$ cat config.mk
export PLATFORM = sky130hd
export DESIGN_NAME = alarm_sequencer
export DESIGN_NICKNAME = d
export VERILOG_FILES = /design/src/rtl/alarm_sequencer.sv
export SDC_FILE = /design/constraint.sdc
export NUM_CORES = 1
export LEC_CHECK = 0
export BUFFER_PORTS_ARGS = -buffer_cell sky130_fd_sc_hd__buf_2
export CORE_MARGIN = 8
export CORE_UTILIZATION = 48
export DETAILED_ROUTE_END_ITERATION = 16
export HOLD_SLACK_MARGIN = 0.06
export PLACE_DENSITY = 0.76
export REMOVE_ABC_BUFFERS = 1
export SLEW_MARGIN = 0
export SYNTH_ARGS = -nofsm -noshare
export SYNTH_HDL_FRONTEND = slang
export SYNTH_SLANG_ARGS = --single-unit
$ cat constraint.sdc
create_clock -name Clk -period 3.16 [get_ports Clk]
set_input_delay 0.316 -clock Clk [delete_from_list [all_inputs] [get_ports Clk]]
set_output_delay 0.316 -clock Clk [all_outputs]
set_load 0.01 [all_outputs]
$ cat src/rtl/alarm_sequencer.sv
// alarm_sequencer: time-of-day counter, alarm setpoint and ring/snooze FSM.
// Optional snooze support is built only when ALARM_SNOOZE_EN is defined.
module alarm_sequencer #(
  parameter int DAY_TICKS    = 1440,
  parameter int RING_TICKS   = 600,
  parameter int SNOOZE_TICKS = 300
) (
  input  logic        Clk,
  input  logic        Clr,
  input  logic        tick,
  input  logic        set_time,
  input  logic [15:0] time_in,
  input  logic        set_alarm,
  input  logic [15:0] alarm_in,
  input  logic        arm,
  input  logic        disarm,
  input  logic        snooze,
  output logic [15:0] time_out,
  output logic [15:0] alarm_out,
  output logic        ring,
  output logic        armed,
  output logic [1:0]  state
);

  typedef enum logic [1:0] {
    IDLE     = 2'b00,
    ARMED    = 2'b01,
    RINGING  = 2'b10,
    SNOOZING = 2'b11
  } state_e;

  localparam logic [15:0] DAY_MAX = 16'(DAY_TICKS - 1);
  localparam int RW = $clog2(RING_TICKS + 1);
  localparam logic [RW-1:0] RING_LD = RW'(RING_TICKS);

  state_e        state_q, state_d;
  logic [15:0]   time_q, time_d;
  logic [15:0]   alarm_q, alarm_d;
  logic [15:0]   time_nx;
  logic [RW-1:0] rcnt_q, rcnt_d;
  logic          ring_q, armed_q;
  logic          match;
  logic          snz_req;

`ifdef ALARM_SNOOZE_EN
  localparam int SW = $clog2(SNOOZE_TICKS + 1);
  localparam logic [SW-1:0] SNZ_LD = SW'(SNOOZE_TICKS);
  logic [SW-1:0] scnt_q, scnt_d;
  assign snz_req = snooze;
`else
  localparam int unused_snz_ticks = SNOOZE_TICKS;
  logic unused_snz;
  assign unused_snz = snooze;
  assign snz_req = 1'b0;
`endif

  // Time and setpoint next-state; out-of-range loads leave registers alone.
  always_comb begin
    time_nx = (time_q == DAY_MAX) ? 16'd0 : time_q + 16'd1;
    time_d  = time_q;
    alarm_d = alarm_q;
    if (set_time) begin
      if (time_in <= DAY_MAX) time_d = time_in;
    end else if (tick) begin
      time_d = time_nx;
    end
    if (set_alarm && alarm_in <= DAY_MAX) alarm_d = alarm_in;
    match = tick & ~set_time & (time_nx == alarm_q);
  end

  // FSM next state and ring/snooze counter updates.
  always_comb begin
    state_d = state_q;
    rcnt_d  = rcnt_q;
`ifdef ALARM_SNOOZE_EN
    scnt_d  = scnt_q;
`endif
    unique case (state_q)
      IDLE: begin
        if (arm) state_d = ARMED;
      end
      ARMED: begin
        if (disarm) begin
          state_d = IDLE;
        end else if (match) begin
          state_d = RINGING;
          rcnt_d  = RING_LD;
        end
      end
      RINGING: begin
        if (disarm) begin
          state_d = IDLE;
          rcnt_d  = '0;
        end else if (snz_req) begin
          state_d = SNOOZING;
          rcnt_d  = '0;
`ifdef ALARM_SNOOZE_EN
          scnt_d  = SNZ_LD;
`endif
        end else if (tick) begin
          rcnt_d = rcnt_q - RW'(1);
          if (rcnt_q == RW'(1)) state_d = ARMED;
        end
      end
      SNOOZING: begin
`ifdef ALARM_SNOOZE_EN
        if (disarm) begin
          state_d = IDLE;
          scnt_d  = '0;
        end else if (tick) begin
          scnt_d = scnt_q - SW'(1);
          if (scnt_q == SW'(1)) begin
            state_d = RINGING;
            rcnt_d  = RING_LD;
          end
        end
`else
        state_d = IDLE;
`endif
      end
      default: state_d = IDLE;
    endcase
  end

  // State, datapath and registered output decodes.
  always_ff @(posedge Clk or negedge Clr) begin
    if (!Clr) begin
      state_q <= IDLE;
      time_q  <= '0;
      alarm_q <= '0;
      rcnt_q  <= '0;
      ring_q  <= 1'b0;
      armed_q <= 1'b0;
    end else begin
      state_q <= state_d;
      time_q  <= time_d;
      alarm_q <= alarm_d;
      rcnt_q  <= rcnt_d;
      ring_q  <= (state_d == RINGING);
      armed_q <= (state_d != IDLE);
    end
  end

`ifdef ALARM_SNOOZE_EN
  // Snooze countdown register.
  always_ff @(posedge Clk or negedge Clr) begin
    if (!Clr) scnt_q <= '0;
    else      scnt_q <= scnt_d;
  end
`endif

  assign time_out  = time_q;
  assign alarm_out = alarm_q;
  assign ring      = ring_q;
  assign armed     = armed_q;
  assign state     = state_q;

endmodule

; ---- After elaboration in Yosys (flattened, before gate mapping)
; Cells that the tools add are included.
; W data, S select, Z words.
[classes]
addsub = 2
magnitude_cmp = 2
n_eq_ne = 11
mux = 16
bitwise = 3
n_reduce_logical = 7
[ops]
columns = operator, count
row1 = $mux W16, 4
row2 = $mux W10, 4
row3 = $le A16 B11 Y1 const B, 2
row4 = $pmux W10 S2, 1
row5 = $add A16 B1 Y16 const B, 1
row6 = $eq A16 B11 Y1 const B, 1
row7 = $eq A16 B16 Y1, 1
row8 = $mux W2, 6
row9 = $eq A10 B1 Y1 const B, 1
row10 = $sub A10 B1 Y10 const B, 1
row11 = $pmux W2 S4, 1
row12 = $eq A2 B2 Y1 const B, 3
row13 = $reduce_bool A2 Y1, 3
row14 = $ne A2 B2 Y1 const B, 2
row15 = $reduce_and A4 Y1, 1
row16 = $ne A3 B3 Y1 const B, 1
row17 = $and A1 B1 Y1, 2
row18 = $eq A2 B1 Y1 const B, 1
row19 = $logic_not A2 Y1, 1
row20 = $ne A2 B1 Y1 const B, 1
row21 = $reduce_and A2 Y1, 1
row22 = $logic_and A1 B1 Y1, 1
row23 = $not A1 Y1, 1
[word_totals]
register_bits = 46
inputBits = 40
out_inout_bits = 36

; ---- Logic depth before layout (Yosys ltp)
; Gate-level depths: netlist of the first run.
[depth]
ltp_word = 8
depth_mapped = 10
depth_no_buf = 8

; ---- Least setup slack after synthesis of the first run
; No wires, ideal clock.
[synth_path]
path_kind = reg-to-reg
from = register time_q[0] (netlist: time_out[0])
to = register rcnt_q[2]
setup_ps = 125
arrival_time_ps = 3049
t_required_ps = 3035
setup_slack_ps = -15
path_stages_with_launch = 11
n_path_buf = 2
synth_period_minus_slack_ps = 3175
path_cell_list = dfrtp_1 > ha_1 > buf_2 > nand4_1 > nor4_1 > nor3b_1 > a2111o_1 > or4_4 > nor4b_4 > buf_6 > o21ai_1
[synth_between]
elab_chain_cells = 6
[synth_rtl]
columns = element, line
row1 = "start, declared", 37  ; logic [15:0] time_q, time_d;
row2 = "start signal, assigned", 136  ; time_q <= time_d;
row3 = $add A16 B1 Y16 / $eq A16 B11 Y1 (equally long branches), 59  ; time_nx = (time_q == DAY_MAX) ? 16'd0 : time_q + 16'd1;
row4 = $mux W16 *, 59
row5 = $eq A16 B16 Y1 *, 68  ; match = tick & ~set_time & (time_nx == alarm_q);
row6 = $and A1 B1 Y1 *, 68
row7 = $ne A2 B2 Y1 (no line) *, --
row8 = $reduce_and A4 Y1 (no line) *, --
row9 = "end signal, assigned", 138  ; rcnt_q <= rcnt_d;
row10 = "end, declared", 40  ; logic [RW-1:0] rcnt_q, rcnt_d;
; Mark *: on every way between the ends. The rest lies on a longest branch, timed or not.
; A chain may end at the register's enable or synchronous reset.

; ---- Worst setup path in the final report of the first run
[layout_path]
from = register time_q[5] (netlist: time_out[5])
to = register rcnt_q[1]
; The elaborated chain is that of the path after synthesis.

==> results of run 1 <==
-- what timing repair did --
item	in CTS	in global routing
setup endpoints to repair	0	2
hold buffers	0	0
setup buffers	0	1
resized for setup	0	1
-- state kept, by name, summed over array words and instances, names as in the netlist --
| name | count |
|---|---|
| rcnt_q | 10 |
| ring | 1 |
| armed | 1 |
| time_out | 16 |
| alarm_out | 16 |
| state | 2 |
-- kinds of logic after synthesis --
| logic type | count (synthesis) |
|---|---|
| and+or+nand+nor | 146 |
| AOI/OAI and AO/OA | 85 |
| DFF | 46 |
| buffers and inverters | 25 |
| xor gates and xnor gates | 18 |
| muxes | 15 |
| adders and majority gates | 3 |
-- cells in the final DEF, fill, tap and decap left out, drive strengths merged, types with 4 or more instances in the layout --
| master | instances |
|---|---|
| nor2b | 5 |
| o21ai | 25 |
| inv | 8 |
| clkbuf | 5 |
| and2 | 5 |
| nand3 | 10 |
| a21oi | 14 |
| a31oi | 5 |
| xnor2 | 13 |
| or3 | 8 |
| nor4 | 6 |
| xor2 | 5 |
| or4 | 7 |
| nand2 | 30 |
| nand2b | 5 |
| dfrtp | 46 |
| o22ai | 8 |
| nor3 | 13 |
| nor2 | 34 |
| buf | 99 |
| nand4 | 6 |
| mux2 | 13 |
| a211o | 4 |
-- power by group through the flow --
stage	Combinational [uW]	Clock [uW]	Sequential, uW
6_report	581	382	741
2_1_floorplan	272	0	799
4_1_cts	581	389	738
3_3_place_gp	563	0	747
5_1_grt	642	411	750
3_5_place_dp	579	0	749
-- layer usage --
metal | up-vias | GRT usage | routed length, um
met5 | - | 0 | 0
met4 | 0 | 0.0520 | 74
met3 | 13 | 0.0468 | 621
met2 | 103 | 0.323 | 4210
met1 | 1466 | 0.269 | 3860
li1 | 1425 | - | -
-- final timing paths --
kind	to	slack (ns)	depth (start not counted)
worst max-delay path	rcnt_q[1]	0.08	8
worst min-delay path	rcnt_q[0]	0.20	1
worst max register to register	rcnt_q[1]	0.08	8
worst min register to register	rcnt_q[7]	0.54	2
max in group asynchronous	time_out[3]	2.32	1
min in group Clk	alarm_out[3]	0.23	2
-- worst max-delay path, cell delays in order (launching register included) --
cell and delay (ns):
dfrtp_1 0.41, or4_4 0.60, or4_1 0.57, mux2_2 0.25, nand4_1 0.11, or4_4 0.47, nor4b_4 0.27, buf_4 0.22
o22ai_1 0.08
-- final cells by class --
| class | instances | area (um^2) |
|---|---|---|
| Timing Repair Buffer | 99 | 558 |
| Tap cell | 75 | 93.8 |
| Multi-Input combinational cell | 267 | 1740 |
| Sequential cell | 46 | 1150 |
| Clock buffer | 5 | 68.8 |
| Inverter | 7 | 26.3 |
| Clock inverter | 3 | 23.8 |
| Fill cell | 527 | 2330 |
-- per-stage QoR --
step           instances  hold WS [ns]  utilization
6_report             502         0.195        0.610
4_1_cts              501         0.226        0.608
3_5_place_dp         493         0.523        0.593
3_3_place_gp         493         0.509        0.593
5_1_grt              502         0.232        0.610
2_1_floorplan        320        0.0204            -
==> metrics.txt, run 1 <==
outcome complete, no violations; Post-synth EDFFs 0; initial antenna violation count 0; fin nets 469; post-synthesis simple-gate area fraction 0.270; fin area 0.00366 mm^2; Power Total 1700 uW; Area growth syn-to-layout 22.1%; clock network fraction of total power 0.224; most frequent cells after synthesis dfrtp_1 (46), nor2_1 (34), nand2_1 (30); Worst-Skew Late Latency 0.31 ns; Switching Share 0.365; Compound-Gate Fraction of Synth Area 0.186; CTS buffer count 5; Worst Setup End Kind register; Core Area 0.00599 mm^2; port bufs 74; routed wire length per instance 17.5 um; skew final 0.0141 ns; global placement routability congestion 0.990; first-pass GRT wire length 14500 um; initial DRC count 239; Fmax 0.325 GHz; post-synthesis sequential area ratio 0.384; Main synth FF type dfrtp_1; type of the worst min-delay path in2async; startpoint types register; Sw Pwr 622 uW; Synth cell types 58; DIE WIDTH 95.0 um; Synth Area in XOR/XNOR 0.0526; Final TNS setup 0 ns; mux cell area share after synthesis 0.0556; Die Y 95.0 um; post-DP HPWL 6820 um; Synth Register Bits 46; Core Rows 28; Clk pin slew, worst setup/hold paths 0.10 ns; clk sinks 46; Starting Density 0.500; setup ws final 0.0818 ns; Vias/cell 5.99; share of the synthesized area in the top cell type 0.384; synthesis warning total 0; vias post-DR 3007; synthesized area 0.00300 mm^2; post-route ant nets 0; CTS Root Cell clkbuf_8; number of global-route vias before repair 2982; Synth Instances 338; Final Setup Violations 0; Worst Setup Path Type reg2reg; IR drop worst, VDD 0.000288 V; register share of total power 0.435; data arrival time of the worst path 3.28 ns; Die Footprint 0.00902 mm^2; r2r startpoint time_out[5]; largest family of logic cells by synthesized area simple AND/OR/NAND/NOR gates; ys async rst share 1.00; DR DRC count 0; Yosys top cell by area dfrtp_1; PwrDens 466 mW/mm^2; CTS max path bufs 2; Fin. Hold Viols 0; CTS tree yes; max-cap viol count 0; H-tree depth reported by CTS 2; Total Routing Usage GR 0.202; Final Max Slew Viols 0; area share of fa/ha/maj cells after synthesis 0.0125; Int Power 1080 uW; Max-slew headroom 0.299; GR Overflow Total 0; post-place setup slack 0.104 ns; pin count of the biggest net entering global routing 47; most numerous cell in the Yosys netlist dfrtp_1; Lkg Pwr 0.00172 uW; Critical Path Start time_out[5]; fin crit share 0.974; ranking of synthesized cells by area dfrtp_1 (38%), mux2_2 (4.9%), nor2_1 (4.3%), xnor2_1 (3.8%), nand2_1 (3.8%); crit path time final 3.08 ns; Pre-antenna DRT Iters 5; layout cells sized above 1 0.300; Mean Syn Cell Area 8.86 um^2; logic gate share of total power 0.341; CP Data Required Time 3.36 ns; I/O pin total 76; Area after DPL 0.00355 mm^2; DRT Wirelength 8760 um; diodes inserted 0; peak fanout along the critical path 12; Slew @ Worst Pin 1.05 ns
(Power assumes the default switching activity.)
==> run 2, diff against run 1 <==
--- a/config.mk
+++ b/config.mk
@@ -7,10 +7,11 @@
 export LEC_CHECK = 0
 export BUFFER_PORTS_ARGS = -buffer_cell sky130_fd_sc_hd__buf_2
 export CORE_MARGIN = 8
-export CORE_UTILIZATION = 48
+export CORE_UTILIZATION = 50
+export CTS_BUF_LIST = sky130_fd_sc_hd__clkbuf_4
 export DETAILED_ROUTE_END_ITERATION = 16
 export HOLD_SLACK_MARGIN = 0.06
-export PLACE_DENSITY = 0.76
+export PLACE_DENSITY = 0.79
 export REMOVE_ABC_BUFFERS = 1
 export SLEW_MARGIN = 0
 export SYNTH_ARGS = -nofsm -noshare
==> metrics.txt, run 2 (synthesis gave the netlist of run 1 again) <==
startpoint types register; IR drop worst, VDD 0.000237 V (-18%); Final TNS setup 0 ns (unchanged); CTS Root Cell clkbuf_4; fin crit share 0.973 (-0.00151); Fin. Hold Viols 0 (unchanged); Die Footprint 0.00872 mm^2 (-3.3%); Area growth syn-to-layout 20.8%; DRT Wirelength 8810 um (+0.55%); initial antenna violation count 0 (unchanged); DR DRC count 0 (unchanged); layout cells sized above 1 0.298 (-0.00164); data arrival time of the worst path 3.36 ns (+0.08 ns); fin area 0.00362 mm^2 (-1.0%); r2r startpoint time_out[5]; type of the worst min-delay path in2async; R2R setup slack 0.09 ns (about the same); RSZ-0062 raised after global routing false; Lkg Pwr 0.00170 uW (-0.86%); Die Y 93.4 um (-1.7%); CTS buffer count 5 (unchanged); fin nets 468 (-0.21%); Total Routing Usage GR 0.200 (-0.00286); most frequent cells in the layout buf_2 (74), dfrtp_1 (46), nor2_1 (34); outcome complete, no violations; pin count of the biggest net entering global routing 47 (unchanged); Fmax 0.325 GHz (+0.15%); Starting Density 0.512 (+0.0120); Final Setup Violations 0 (unchanged); peak fanout along the critical path 12 (unchanged); cell count of the worst reg-to-reg path 8 (unchanged); port bufs 74 (unchanged); clk sinks 46 (unchanged); H-tree depth reported by CTS 2 (unchanged); Layout Utilization 0.619 (+0.00821); Slew @ Worst Pin 1.08 ns (+0.0278 ns); CTS max path bufs 2 (unchanged); Int Power 1010 uW (-6.7%); routed wire length per instance 17.6 um (+0.75%); Worst Setup Path Type reg2reg; Sw Pwr 616 uW (-0.82%); commonest non-fill, non-tap cell in the layout buf_2; Reg2Reg Capture Point rcnt_q[1]; Worst-Skew Late Latency 0.39 ns (+0.08 ns); first-pass GRT wire length 14100 um (-3.0%); logic gate share of total power 0.344 (+0.003); I/O pin total 76 (unchanged); diodes inserted 0 (unchanged); area occupied by registers 0.00115 mm^2 (unchanged); clock network fraction of total power 0.193 (-0.031); max-cap viol count 0 (unchanged); Max-slew headroom 0.280 (-0.0186); Worst Hold Slack 0.108 ns (-0.0874 ns); Clk pin slew, worst setup/hold paths 0.16 ns (+0.06 ns); crit path time final 3.07 ns (-0.00476 ns); filler cell count 503 (-4.6%); post-DP HPWL 6750 um (-1.1%); vias post-DR 3019 (+0.40%); register share of total power 0.463 (+0.028); skew final 0.0180 ns (+0.00385 ns); Core Area 0.00585 mm^2 (-2.3%); global placement routability congestion 0.932 (-5.8%); CTS tree yes; post-route ant nets 0 (unchanged); initial DRC count 188 (-21%); GR Overflow Total 0 (unchanged); Worst Setup End Kind register; Switching Share 0.379 (+0.0144); CP Data Required Time 3.44 ns (+0.08 ns); multi-input logic area 0.00174 mm^2 (unchanged); Final Max Slew Viols 0 (unchanged); number of global-route vias before repair 2971 (-0.37%); PwrDens 449 mW/mm^2 (-3.6%); Area after DPL 0.00354 mm^2 (-0.21%); Pre-antenna DRT Iters 5 (unchanged); DIE WIDTH 93.4 um (-1.7%); Core Rows 28 (unchanged); Vias/cell 6.03 (+0.60%)
==> run 2: cell types whose count changed in the layout (fill, tap and decap cells not counted) <==
| cell | delta |
|---|---|
| buf_4 | -1 |
| clkbuf_8 | -5 |
| clkinvlp_4 | -1 |
| clkinv_4 | +1 |
| clkbuf_4 | +5 |
==> run 2: layer usage <==
| metal | up-vias | wire length (um) | global-route usage |
|---|---|---|---|
| met2 | 130 | 4300 | 0.334 |
| met3 | 30 | 627 | 0.0441 |
| li1 | 1424 | - | - |
| met5 | - | 0 | 0 |
| met4 | 0 | 253 | 0.0859 |
| met1 | 1435 | 3630 | 0.240 |
==> run 2: through the flow <==
step / cells / total power [uW] / worst slack, ns
floorplan: 320 / 1070 / -0.131
global placement: 492 / 1290 / 0.225
detailed placement: 492 / 1320 / 0.138
CTS: 500 / 1630 / 0.117
global route: 501 / 1720 / 0.0393
finish: 501 / 1630 / 0.0866
==> run 2: how the worst max path moves through the flow <==
| stage | start | to | slack (ns) | cells past startpoint |
|---|---|---|---|---|
| 4_1_cts | time_out[5] | rcnt_q[6] | 0.12 | 8 |
| 6_report | time_out[5] | rcnt_q[1] | 0.09 | 8 |
| 5_1_grt | time_out[2] | rcnt_q[7] | 0.04 | 8 |
| 2_1_floorplan | time_out[0] | rcnt_q[2] | -0.13 | 8 |
| 3_3_place_gp | time_out[5] | rcnt_q[1] | 0.23 | 8 |
| 3_5_place_dp | time_out[5] | rcnt_q[7] | 0.14 | 8 |
==> run 2: repair_timing <==
action / 4_1_cts / 5_1_grt
endpoints found under the hold margin: 0 / 0
setup endpoints to repair: 0 / 10
gates resized for setup: 0 / 1
setup buffers: 0 / 1
hold buffers: 0 / 0
==> run 2: area by class of cell <==
cell class	count	area share
inverters	7	0.00726
clock inverters	3	0.00691
well taps	75	0.0259
flip-flops and latches	46	0.318
clock buffers	5	0.0104
multi-input cells	267	0.479
repair buffers	98	0.152
==> run 2: power groups by stage <==
| stage | Sequential [uW] | Clock (uW) | Combinational, uW |
|---|---|---|---|
| 3_3_place_gp | 756 | 0 | 538 |
| 2_1_floorplan | 799 | 0 | 272 |
| 4_1_cts | 750 | 317 | 559 |
| 5_1_grt | 765 | 341 | 614 |
| 6_report | 752 | 314 | 560 |
| 3_5_place_dp | 762 | 0 | 557 |
==> run 2: worst max-delay path, stage by stage, from the launching register on <==
cell     delay [ns]
dfrtp_1        0.42
or4_4          0.57
or4_1          0.57
mux2_2         0.26
nand4_1        0.09
or4_4          0.46
nor4b_4        0.27
buf_4          0.24
o22ai_1        0.09
